File: src/rtl/mem_ctrl_if.sv
// Core-side request/response bus of the memory controller.
// The core is the master; the controller is the slave.
interface mem_ctrl_if #(
  parameter int DATA_WIDTH = 32
);
  logic [31:0]           i_addr;
  logic [DATA_WIDTH-1:0] i_wr_data;
  logic                  i_wr_valid;
  logic                  o_wr_ready;
  logic [2:0]            i_wr_width;
  logic [DATA_WIDTH-1:0] o_rd_data;
  logic                  o_rd_valid;
  logic                  i_rd_ready;
  logic                  o_fault;

  modport master (
    output i_addr, i_wr_data, i_wr_valid, i_wr_width, i_rd_ready,
    input  o_wr_ready, o_rd_data, o_rd_valid, o_fault
  );

  modport slave (
    input  i_addr, i_wr_data, i_wr_valid, i_wr_width, i_rd_ready,
    output o_wr_ready, o_rd_data, o_rd_valid, o_fault
  );
endinterface

File: src/rtl/mem_ctrl.sv
// Single-request memory controller in front of a 1-cycle-latency SRAM.
// Unaligned accesses that straddle a word boundary become two word accesses.
// Out-of-range addresses and illegal write widths produce a faulted response
// without touching the SRAM.
module mem_ctrl #(
  parameter int DATA_WIDTH = 32,
  parameter int MEM_WORDS  = 1024
) (
  input  logic                         i_clk,
  input  logic                         i_rst_n,
  mem_ctrl_if.slave                    bus,
  output logic                         o_mem_en,
  output logic [DATA_WIDTH/8-1:0]      o_mem_we,
  output logic [$clog2(MEM_WORDS)-1:0] o_mem_addr,
  output logic [DATA_WIDTH-1:0]        o_mem_wdata,
  input  logic [DATA_WIDTH-1:0]        i_mem_rdata
);
  localparam int          ADDR_W  = $clog2(MEM_WORDS);
  localparam logic [31:0] WORDS_L = 32'(MEM_WORDS);

  localparam logic [2:0] S_IDLE    = 3'd0;
  localparam logic [2:0] S_RD_A    = 3'd1;
  localparam logic [2:0] S_RD_B    = 3'd2;
  localparam logic [2:0] S_RD_RESP = 3'd3;
  localparam logic [2:0] S_WR_B    = 3'd4;
  localparam logic [2:0] S_WR_ACK  = 3'd5;

  // Byte-lane mask of a write, shifted to its lane; [3:0] hits word A, [7:4] word A+1.
  function automatic logic [7:0] lane_mask(input logic [2:0] width, input logic [1:0] off);
    logic [3:0] m;
    case (width)
      3'b001:  m = 4'b0001;
      3'b010:  m = 4'b0011;
      default: m = 4'b1111;
    endcase
    return {4'b0000, m} << off;
  endfunction

  // Write data shifted to its lane; [31:0] goes to word A, [63:32] to word A+1.
  function automatic logic [63:0] lane_data(input logic [31:0] d, input logic [1:0] off);
    return {32'h0000_0000, d} << {off, 3'b000};
  endfunction

  function automatic logic width_legal(input logic [2:0] w);
    return (w == 3'b001) || (w == 3'b010) || (w == 3'b100);
  endfunction

  // Four bytes starting at off from {word A+1 (low 3 bytes), word A}.
  function automatic logic [31:0] merge_bytes(input logic [55:0] pair, input logic [1:0] off);
    case (off)
      2'd0:    return pair[31:0];
      2'd1:    return pair[39:8];
      2'd2:    return pair[47:16];
      default: return pair[55:24];
    endcase
  endfunction

  logic [2:0]        state_q, state_d;
  logic [ADDR_W+1:0] addr_q, addr_d;
  logic [31:0]       wdata_q, wdata_d;
  logic [2:0]        width_q, width_d;
  logic              split_q, split_d;
  logic              fault_q, fault_d;
  logic [31:0]       word0_q, word0_d;
  logic [23:0]       word1_q, word1_d;

  logic              acc_wr_s, acc_rd_s, acc_split_s, acc_fault_s;
  logic [2:0]        acc_size_s;
  logic [31:0]       word_a_s, word_b_s;
  logic [ADDR_W-1:0] lat_word_b_s;
  logic [2:0]        sel_width_s;
  logic [1:0]        sel_off_s;
  logic [31:0]       sel_data_s;
  logic [7:0]        lane_s;
  logic [63:0]       data_s;

  // Decode an incoming request in IDLE: direction, span and fault; reset blocks acceptance.
  always_comb begin
    acc_wr_s    = (state_q == S_IDLE) && i_rst_n && bus.i_wr_valid;
    acc_rd_s    = (state_q == S_IDLE) && i_rst_n && !bus.i_wr_valid && bus.i_rd_ready;
    acc_size_s  = bus.i_wr_valid ? bus.i_wr_width : 3'd4;
    word_a_s    = {2'b00, bus.i_addr[31:2]};
    word_b_s    = word_a_s + 32'd1;
    acc_split_s = ({2'b00, bus.i_addr[1:0]} + {1'b0, acc_size_s}) > 4'd4;
    acc_fault_s = (word_a_s >= WORDS_L)
               || (acc_split_s && (word_b_s >= WORDS_L))
               || (bus.i_wr_valid && !width_legal(bus.i_wr_width));
  end

  // Lane steering: incoming request in IDLE, latched request for the second half.
  always_comb begin
    if (state_q == S_IDLE) begin
      sel_width_s = bus.i_wr_width;
      sel_off_s   = bus.i_addr[1:0];
      sel_data_s  = bus.i_wr_data;
    end else begin
      sel_width_s = width_q;
      sel_off_s   = addr_q[1:0];
      sel_data_s  = wdata_q;
    end
    lane_s       = lane_mask(sel_width_s, sel_off_s);
    data_s       = lane_data(sel_data_s, sel_off_s);
    lat_word_b_s = addr_q[ADDR_W+1:2] + ADDR_W'(1);
  end

  // Next-state and request-latch logic.
  always_comb begin
    state_d = state_q;
    addr_d  = addr_q;
    wdata_d = wdata_q;
    width_d = width_q;
    split_d = split_q;
    fault_d = fault_q;
    word0_d = word0_q;
    word1_d = word1_q;
    case (state_q)
      S_IDLE: begin
        if (acc_wr_s || acc_rd_s) begin
          addr_d  = bus.i_addr[ADDR_W+1:0];
          wdata_d = bus.i_wr_data;
          width_d = bus.i_wr_width;
          split_d = acc_split_s;
          fault_d = acc_fault_s;
          word0_d = 32'h0000_0000;
          word1_d = 24'h00_0000;
          if (acc_wr_s) begin
            state_d = (acc_split_s && !acc_fault_s) ? S_WR_B : S_WR_ACK;
          end else begin
            state_d = acc_fault_s ? S_RD_RESP : S_RD_A;
          end
        end else begin
          state_d = S_IDLE;
        end
      end
      S_RD_A: begin
        word0_d = i_mem_rdata;
        state_d = split_q ? S_RD_B : S_RD_RESP;
      end
      S_RD_B: begin
        word1_d = i_mem_rdata[23:0];
        state_d = S_RD_RESP;
      end
      S_RD_RESP: begin
        if (bus.i_rd_ready) begin
          state_d = S_IDLE;
        end else begin
          state_d = S_RD_RESP;
        end
      end
      S_WR_B:   state_d = S_WR_ACK;
      S_WR_ACK: state_d = S_IDLE;
      default:  state_d = S_IDLE;
    endcase
  end

  // SRAM port: first word on accept, second word from RD_A (read) or WR_B (write).
  always_comb begin
    o_mem_en    = 1'b0;
    o_mem_we    = 4'b0000;
    o_mem_addr  = '0;
    o_mem_wdata = 32'h0000_0000;
    case (state_q)
      S_IDLE: begin
        if ((acc_wr_s || acc_rd_s) && !acc_fault_s) begin
          o_mem_en   = 1'b1;
          o_mem_addr = bus.i_addr[ADDR_W+1:2];
          if (acc_wr_s) begin
            o_mem_we    = lane_s[3:0];
            o_mem_wdata = data_s[31:0];
          end else begin
            o_mem_we    = 4'b0000;
            o_mem_wdata = 32'h0000_0000;
          end
        end else begin
          o_mem_en = 1'b0;
        end
      end
      S_RD_A: begin
        if (split_q) begin
          o_mem_en   = 1'b1;
          o_mem_addr = lat_word_b_s;
        end else begin
          o_mem_en = 1'b0;
        end
      end
      S_WR_B: begin
        o_mem_en    = 1'b1;
        o_mem_addr  = lat_word_b_s;
        o_mem_we    = lane_s[7:4];
        o_mem_wdata = data_s[63:32];
      end
      default: o_mem_en = 1'b0;
    endcase
  end

  // Response outputs decoded from state; read data zero unless a good read is presented.
  always_comb begin
    bus.o_rd_valid = (state_q == S_RD_RESP);
    bus.o_wr_ready = (state_q == S_WR_ACK);
    bus.o_fault    = fault_q && ((state_q == S_RD_RESP) || (state_q == S_WR_ACK));
    if ((state_q == S_RD_RESP) && !fault_q) begin
      bus.o_rd_data = merge_bytes({word1_q, word0_q}, addr_q[1:0]);
    end else begin
      bus.o_rd_data = 32'h0000_0000;
    end
  end

  // State and latched request; reset abandons any access in flight.
  always_ff @(posedge i_clk or negedge i_rst_n) begin
    if (!i_rst_n) begin
      state_q <= S_IDLE;
      addr_q  <= '0;
      wdata_q <= 32'h0000_0000;
      width_q <= 3'b000;
      split_q <= 1'b0;
      fault_q <= 1'b0;
      word0_q <= 32'h0000_0000;
      word1_q <= 24'h00_0000;
    end else begin
      state_q <= state_d;
      addr_q  <= addr_d;
      wdata_q <= wdata_d;
      width_q <= width_d;
      split_q <= split_d;
      fault_q <= fault_d;
      word0_q <= word0_d;
      word1_q <= word1_d;
    end
  end
endmodule
File: src/flat_wrapper.sv
// flat-port wrapper written by rule: the top's interface ports become plain ports
module mem_ctrl_flat 
#(
  parameter int DATA_WIDTH = 32,
  parameter int MEM_WORDS  = 1024
)
  (i_clk, i_rst_n, o_mem_en, o_mem_we, o_mem_addr, o_mem_wdata, i_mem_rdata, bus_i_addr, bus_i_wr_data, bus_i_wr_valid, bus_i_wr_width, bus_i_rd_ready, bus_o_wr_ready, bus_o_rd_data, bus_o_rd_valid, bus_o_fault);
  mem_ctrl_if #(.DATA_WIDTH(DATA_WIDTH)) bus_i ();
  input  logic i_clk;
  input  logic i_rst_n;
  output logic o_mem_en;
  output logic [DATA_WIDTH/8-1:0] o_mem_we;
  output logic [$clog2(MEM_WORDS)-1:0] o_mem_addr;
  output logic [DATA_WIDTH-1:0] o_mem_wdata;
  input  logic [DATA_WIDTH-1:0] i_mem_rdata;
  input wire logic [$bits(bus_i.i_addr)-1:0] bus_i_addr;
  input wire logic [$bits(bus_i.i_wr_data)-1:0] bus_i_wr_data;
  input wire logic [$bits(bus_i.i_wr_valid)-1:0] bus_i_wr_valid;
  input wire logic [$bits(bus_i.i_wr_width)-1:0] bus_i_wr_width;
  input wire logic [$bits(bus_i.i_rd_ready)-1:0] bus_i_rd_ready;
  output wire logic [$bits(bus_i.o_wr_ready)-1:0] bus_o_wr_ready;
  output wire logic [$bits(bus_i.o_rd_data)-1:0] bus_o_rd_data;
  output wire logic [$bits(bus_i.o_rd_valid)-1:0] bus_o_rd_valid;
  output wire logic [$bits(bus_i.o_fault)-1:0] bus_o_fault;
  assign bus_i.i_addr = bus_i_addr;
  assign bus_i.i_wr_data = bus_i_wr_data;
  assign bus_i.i_wr_valid = bus_i_wr_valid;
  assign bus_i.i_wr_width = bus_i_wr_width;
  assign bus_i.i_rd_ready = bus_i_rd_ready;
  assign bus_o_wr_ready = bus_i.o_wr_ready;
  assign bus_o_rd_data = bus_i.o_rd_data;
  assign bus_o_rd_valid = bus_i.o_rd_valid;
  assign bus_o_fault = bus_i.o_fault;
  mem_ctrl #(.DATA_WIDTH(DATA_WIDTH), .MEM_WORDS(MEM_WORDS)) u_core (.i_clk(i_clk), .i_rst_n(i_rst_n), .bus(bus_i), .o_mem_en(o_mem_en), .o_mem_we(o_mem_we), .o_mem_addr(o_mem_addr), .o_mem_wdata(o_mem_wdata), .i_mem_rdata(i_mem_rdata));
endmodule
File: config.mk
export PLATFORM = sky130hd
export DESIGN_NAME = mem_ctrl_flat
export DESIGN_NICKNAME = d
export VERILOG_FILES = /design/src/rtl/mem_ctrl_if.sv /design/src/rtl/mem_ctrl.sv /design/src/flat_wrapper.sv
export SDC_FILE = /design/constraint.sdc
export NUM_CORES = 1
export LEC_CHECK = 0
export CAP_MARGIN = 10
export CORE_MARGIN = 2
export CORE_UTILIZATION = 51
export DETAILED_ROUTE_END_ITERATION = 10
export HOLD_SLACK_MARGIN = 0.03
export PLACE_DENSITY_LB_ADDON = 0.05
export SYNTH_ARGS = -nofsm -noshare
export SYNTH_HDL_FRONTEND = slang
export SYNTH_SLANG_ARGS = --single-unit
export TNS_END_PERCENT = 50
File: constraint.sdc
create_clock -name i_clk -period 4.2 [get_ports i_clk]
set_input_delay 0.63 -clock i_clk [delete_from_list [all_inputs] [get_ports i_clk]]
set_output_delay 0.63 -clock i_clk [all_outputs]
set_load 0.01 [all_outputs]
Word-level counts from Yosys, hierarchy flattened:

Index checks and enable logic that the tools add are counted.

* latch bits: 0
* logic and storage cells: 86
* output and inout port bits: 82
* memory bits (read-only): 0
* register bits after elaboration: 108
* memories kept: 0
* bits in writable memories: 0

* bitwise logic cells: 0
* magnitude comparators: 3
* $add $sub $neg: 3
* multiply operators: 0
* muxes and demuxes: 30
* equality and inequality tests: 13
* divide/modulo/power cells: 0
* reductions and logical operators: 27
* shift-type cells: 2

Operators by type and width (number)
* $mux 32: 5
* $pmux 32 s2: 2
* $pmux 32 s3: 1
* $shl 32x5->64: 1
* $pmux 24 s2: 1
* $ge 32x11->1 const B: 1
* $add 30x1->31 const B: 1
* $ge 30x11->1 const B: 1
* $pmux 10 s3: 1
* $mux 24: 1
* $mux 10: 2
* $pmux 4 s2: 2
* $pmux 3 s5: 1
* $eq 3x2->1 const B: 4
* $mux 3: 4
* $add 10x1->10 const B: 1
* $logic_and 1x1->1: 10
* $eq 3x1->1 const B: 3
* $eq 3x3->1 const B: 3
* $mux 4: 2
* $shl 4x2->8: 1
* $logic_or 1x1->1: 6
* $mux 2: 3
* $reduce_and 2->1: 3
* 11 further kinds: 18

Depth between registers and ports, before layout:

* word-level depth: 12
* gate-level depth with buffers: 11

Least setup slack after synthesis:

OpenSTA, ideal clock, no wires.

* kind: input -> output
* start point: input bus_i_wr_valid
* end point: output o_mem_wdata[10]
* path buffers: 2
* stages on the path: 11
* path slack: 0.642 ns
* data arrival time: 2.928 ns
* cells stage by stage: clkbuf_1 > and2_1 > ha_1 > inv_1 > fa_1 > nor2b_1 > o21ai_0 > o211ai_1 > o211ai_2 > buf_6 > o31ai_1

* word-level cells in the longest chain between the ends: 10

Ends and longest elaborated chain
* start, declared: RTL line flat_wrapper.sv:18 `input wire logic [$bits(bus_i.i_wr_valid)-1:0] bus_i_wr_valid;`
* $mux 3: RTL line mem_ctrl.sv:81 `acc_size_s = bus.i_wr_valid ? bus.i_wr_width : 3'd4;`
* $add 2x3->4: RTL line mem_ctrl.sv:84 `acc_split_s = ({2'b00, bus.i_addr[1:0]} + {1'b0, acc_size_s}) > 4'd4;`
* $gt 4x3->1: RTL line mem_ctrl.sv:84
* $logic_and 1x1->1: RTL line mem_ctrl.sv:86 `|| (acc_split_s && (word_b_s >= WORDS_L))`
* $logic_or 1x1->1: RTL line mem_ctrl.sv:86
* $logic_or 1x1->1: RTL line mem_ctrl.sv:87 `|| (bus.i_wr_valid && !width_legal(bus.i_wr_width));`
* $logic_not 1->1: RTL line mem_ctrl.sv:164 `if ((acc_wr_s || acc_rd_s) && !acc_fault_s) begin`
* $logic_and 1x1->1: RTL line mem_ctrl.sv:164
* $mux 32 *: RTL line mem_ctrl.sv:164
* $pmux 32 s2 *: RTL line mem_ctrl.sv:162 `case (state_q)`
* end, declared: RTL line flat_wrapper.sv:14 `output logic [DATA_WIDTH-1:0] o_mem_wdata;`

Mark *: on every way between the ends. The rest lies on a longest branch, timed or not.

Worst setup path after layout:

* start point: input bus_i_wr_width[0]
* end point: output o_mem_wdata[28]

* word-level cells in the longest chain between the ends: 10

Ends and longest elaborated chain
* start, declared: RTL line flat_wrapper.sv:19 `input wire logic [$bits(bus_i.i_wr_width)-1:0] bus_i_wr_width;`
* $mux 3, or another cell as far along: RTL line mem_ctrl.sv:81
* $add 2x3->4 / $logic_or 1x1->1 (equally long branches): RTL line mem_ctrl.sv:84, mem_ctrl.sv:45
* $gt 4x3->1 / $logic_or 1x1->1 (equally long branches): RTL line mem_ctrl.sv:84, mem_ctrl.sv:45
* $logic_and 1x1->1 / $logic_not 1->1 (equally long branches): RTL line mem_ctrl.sv:86, mem_ctrl.sv:87
* $logic_or 1x1->1 / $logic_and 1x1->1 (equally long branches): RTL line mem_ctrl.sv:86, mem_ctrl.sv:87
* $logic_or 1x1->1 *: RTL line mem_ctrl.sv:87
* $logic_not 1->1 *: RTL line mem_ctrl.sv:164
* $logic_and 1x1->1 *: RTL line mem_ctrl.sv:164
* $mux 32 *: RTL line mem_ctrl.sv:164
* $pmux 32 s2 *: RTL line mem_ctrl.sv:162

Marks and branches as above.

==> key figures <==
Die
  – Chip width: 126 µm
  – Initial Util: 0.524
  – DIE AREA: 0.0160 mm²
  – Die Y: 126 µm
  – Row cnt: 44
  – Core Area: 0.0146 mm²
  – Top Ports: 185

Logic synthesis
  – Synth Net Count: 1027
  – Cells after synthesis: 920
  – Synth top area cells: dfrtp_1 (35%), nand2_1 (14%), mux4_2 (9.4%), mux2i_1 (5.6%), nor2b_1 (4.1%)
  – Avg Inst Size Synth: approximately 8.3 µm²
  – Async SR Flop Fraction: 1.00
  – Yosys top cell area share: 0.353
  – Synth warn: 0
  – Post-synth EDFFs: 0
  – Main synth FF type: dfrtp_1
  – Mapped Area: 0.00765 mm²
  – Flops & latches, synth: 108
  – Seq/Total Area, Yosys: 0.353
  – Yosys cell types: 57
  – Area leader, netlist: dfrtp_1

Final layout
  – Most frequent cells in the layout: nand2_1 (293), clkdlybuf4s50_1 (139), dfrtp_1 (106)
  – Layout cells sized above 1: 0.112
  – Layout net count: 1181
  – Multi-input gate area: 0.00465 mm²
  – Register Area: 0.00271 mm²
  – Ant diodes: 0
  – Filler Cell Count: 1178
  – Design area: roughly 0.01 mm²
  – Layout area overhead: 31.1%
  – Commonest non-fill, non-tap cell in the layout: nand2_1
  – Non-Filler Instances: 1263

Pwr
  – Int Pwr: 3.50 mW
  – Leakage power: 4.76 nW
  – Sw Ratio: 0.423
  – Clock power share: 0.142
  – Pwr dens: roughly 600 mW/mm²
  – Max rail drop VDD: 0.000265 V
  – Sw Pwr: ~2.6 mW
  – Comb power frac: 0.526
  – Seq pwr share: 0.333

Drt
  – WL/cell: 17.7 µm
  – DR pass1 iterations: 8
  – Routed Antenna Nets: 0
  – DRC Markers: 0
  – Routed Wire Length: 22.3 mm
  – Via density: 5.89
  – Initial drt markers: 620
  – Vias: 7434

STA
  – Worst Tran Pin Value: 908 ps
  – Final Cycle Share: 1.00
  – Finish-stage setup viols: 1
  – Fmax: 0.238 GHz
  – Final worst slack: -8.77 ps
  – Slew Limit Fails: 0
  – Final Hold Fails: 0
  – RSZ-0062 raised after global routing: yes
  – Period minus WS final: 4210 ps
  – Worst clock skew: 6.73 ps
  – Final Hold Slack: 389 ps
  – Max-slew headroom: 0.395

Placement
  – Port-buffer cells: ~180
  – Post-Place Cell Area: 0.00969 mm²
  – Cell count after placement: ~1200
  – Place WS: -161 ps
  – Placer congestion estimate: roughly 0.85
  – HPWL Detailed: ~15 mm

Setup path
  – Required @ worst endpoint: 3570 ps
  – Endpoint class of the critical path: output pin
  – Reg2Reg Depth: 7
  – Register-to-register setup slack: 1440 ps
  – Critical path arrival: 3580 ps
  – Reg2reg start: u_core.state_q[1]
  – Worst setup SP type: primary input
  – WS Path Type: in2out
  – Max Fanout on Critical Path: 12
  – Worst Setup SP: bus_i_wr_width[0]

CTS
  – H-Tree Depth: 3
  – Hold buffers post-CTS: 0
  – Clock tree from TritonCTS: built
  – Clk_lat worst skew: about 360 ps
  – CTS sink cnt: 108
  – Clk root buf: clkbuf_16
  – CTS Buf Count: 9
  – Clock transition at the registers of the reported paths: 80 ps
  – Clk buf depth: 2

Hold path
  – HP Class: in2async

GRT
  – Overflow after GRT: 0
  – Largest net degree at the start of global routing: slightly below 70
  – Vias in the first global route: 7170
  – First-pass GRT wire length: 37.0 mm
  – Antenna violations before repair: 0
  – Total GRT Usage: 0.284

Run
  – Maxcap violations: 0

Run status
  – Failing checks: setup timing
  – Status: complete, but fails checks
==> critical path, cell delays in order <==
cell and delay, ps:
clkdlybuf4s50_1 430, and2_1 170, ha_1 200, inv_1 70, fa_1 400, nor2b_2 160
o21ai_1 150, o211ai_1 120, buf_4 180, o211ai_4 230, buf_12 180, and2b_1 180
clkdlybuf4s50_1 470
==> power groups by stage <==
| stage | Clock, mW | Sequential (mW) | Combinational, mW |
|---|---|---|---|
| after floorplan | 0 | 1.81 | 2.41 |
| after global placement | 0 | 2.00 | 3.11 |
| after detailed placement | 0 | 2.02 | 3.16 |
| after CTS | 0.878 | 2.00 | 3.17 |
| after global routing | 0.923 | 2.09 | 3.54 |
| final | 0.858 | 2.01 | 3.18 |
==> routing by layer <==
metal  track usage  wire, µm
met1         0.403      9930
met2         0.442     10500
met3        0.0658      1590
met4        0.0743       342
met5             0         0
==> cell type report <==
class                      count  area share
sequential                   108       0.270
inverter                       7     0.00262
clock buffer                  10      0.0238
tap                          184      0.0230
multi-input combinational    733       0.464
clock inverter                 6     0.00512
timing repair buffer         215       0.211
==> cells in the mapped netlist, drive strengths merged (11+ instances only) <==
| cell | count |
|---|---|
| a211oi | 11 |
| nand3 | 43 |
| o31ai | 16 |
| o21ai | 62 |
| dfrtp | 108 |
| mux2i | 43 |
| nor2b | 50 |
| nand2 | 293 |
| nor3 | 11 |
| a21oi | 22 |
| o22ai | 17 |
| nor2 | 15 |
| mux4 | 32 |
| buf | 32 |
| clkbuf | 40 |
| and2 | 14 |
==> state kept, by name, summed over array words and instances (netlist names) <==
name / flops
u_core.width_q: 3
u_core.wdata_q: 32
u_core.fault_q: 1
u_core.addr_q: 12
u_core.word1_q: 24
u_core.split_q: 1
u_core.state_q: 3
u_core.word0_q: 32
==> kinds of logic (layout without fill, tap and decap cells) <==
| family | count (synthesis) | in the layout | share of synthesized area |
|---|---|---|---|
| XOR/XNOR | 12 | 12 | 0.0137 |
| multiplexers | 85 | 85 | 0.165 |
| AND/OR/NAND/NOR | 473 | 473 | 0.287 |
| AO/OA/AOI/OAI | 159 | 159 | 0.130 |
| adder cells (fa/ha/maj) | 4 | 4 | 0.00753 |
| buffers and inverters | 79 | 238 | 0.0430 |
| flip-flops | 108 | 108 | 0.353 |
==> final timing paths <==
kind / endpoint
hold reg to reg: u_core.width_q[2]
min in group i_clk: u_core.width_q[2]
max in group asynchronous: u_core.addr_q[0]
hold / removal: u_core.word0_q[15]
setup / recovery: o_mem_wdata[28]
setup reg to reg: u_core.word1_q[2]
==> metrics by stage <==
stage,TNS (ps),total power [mW],util
floorplan,0,4.22,-
global placement,-73.2,5.11,0.664
detailed placement,-2380,5.18,0.664
CTS,-281,6.05,0.682
global route,-380,6.55,0.687
finish,-8.77,6.06,0.687
==> what timing repair did <==
action	CTS	global route
pin swaps	0	1
gates resized for setup	24	55
cloned	0	1
endpoints found under the setup margin	28	41
buffers inserted	0	1
(Power assumes the default switching activity.)
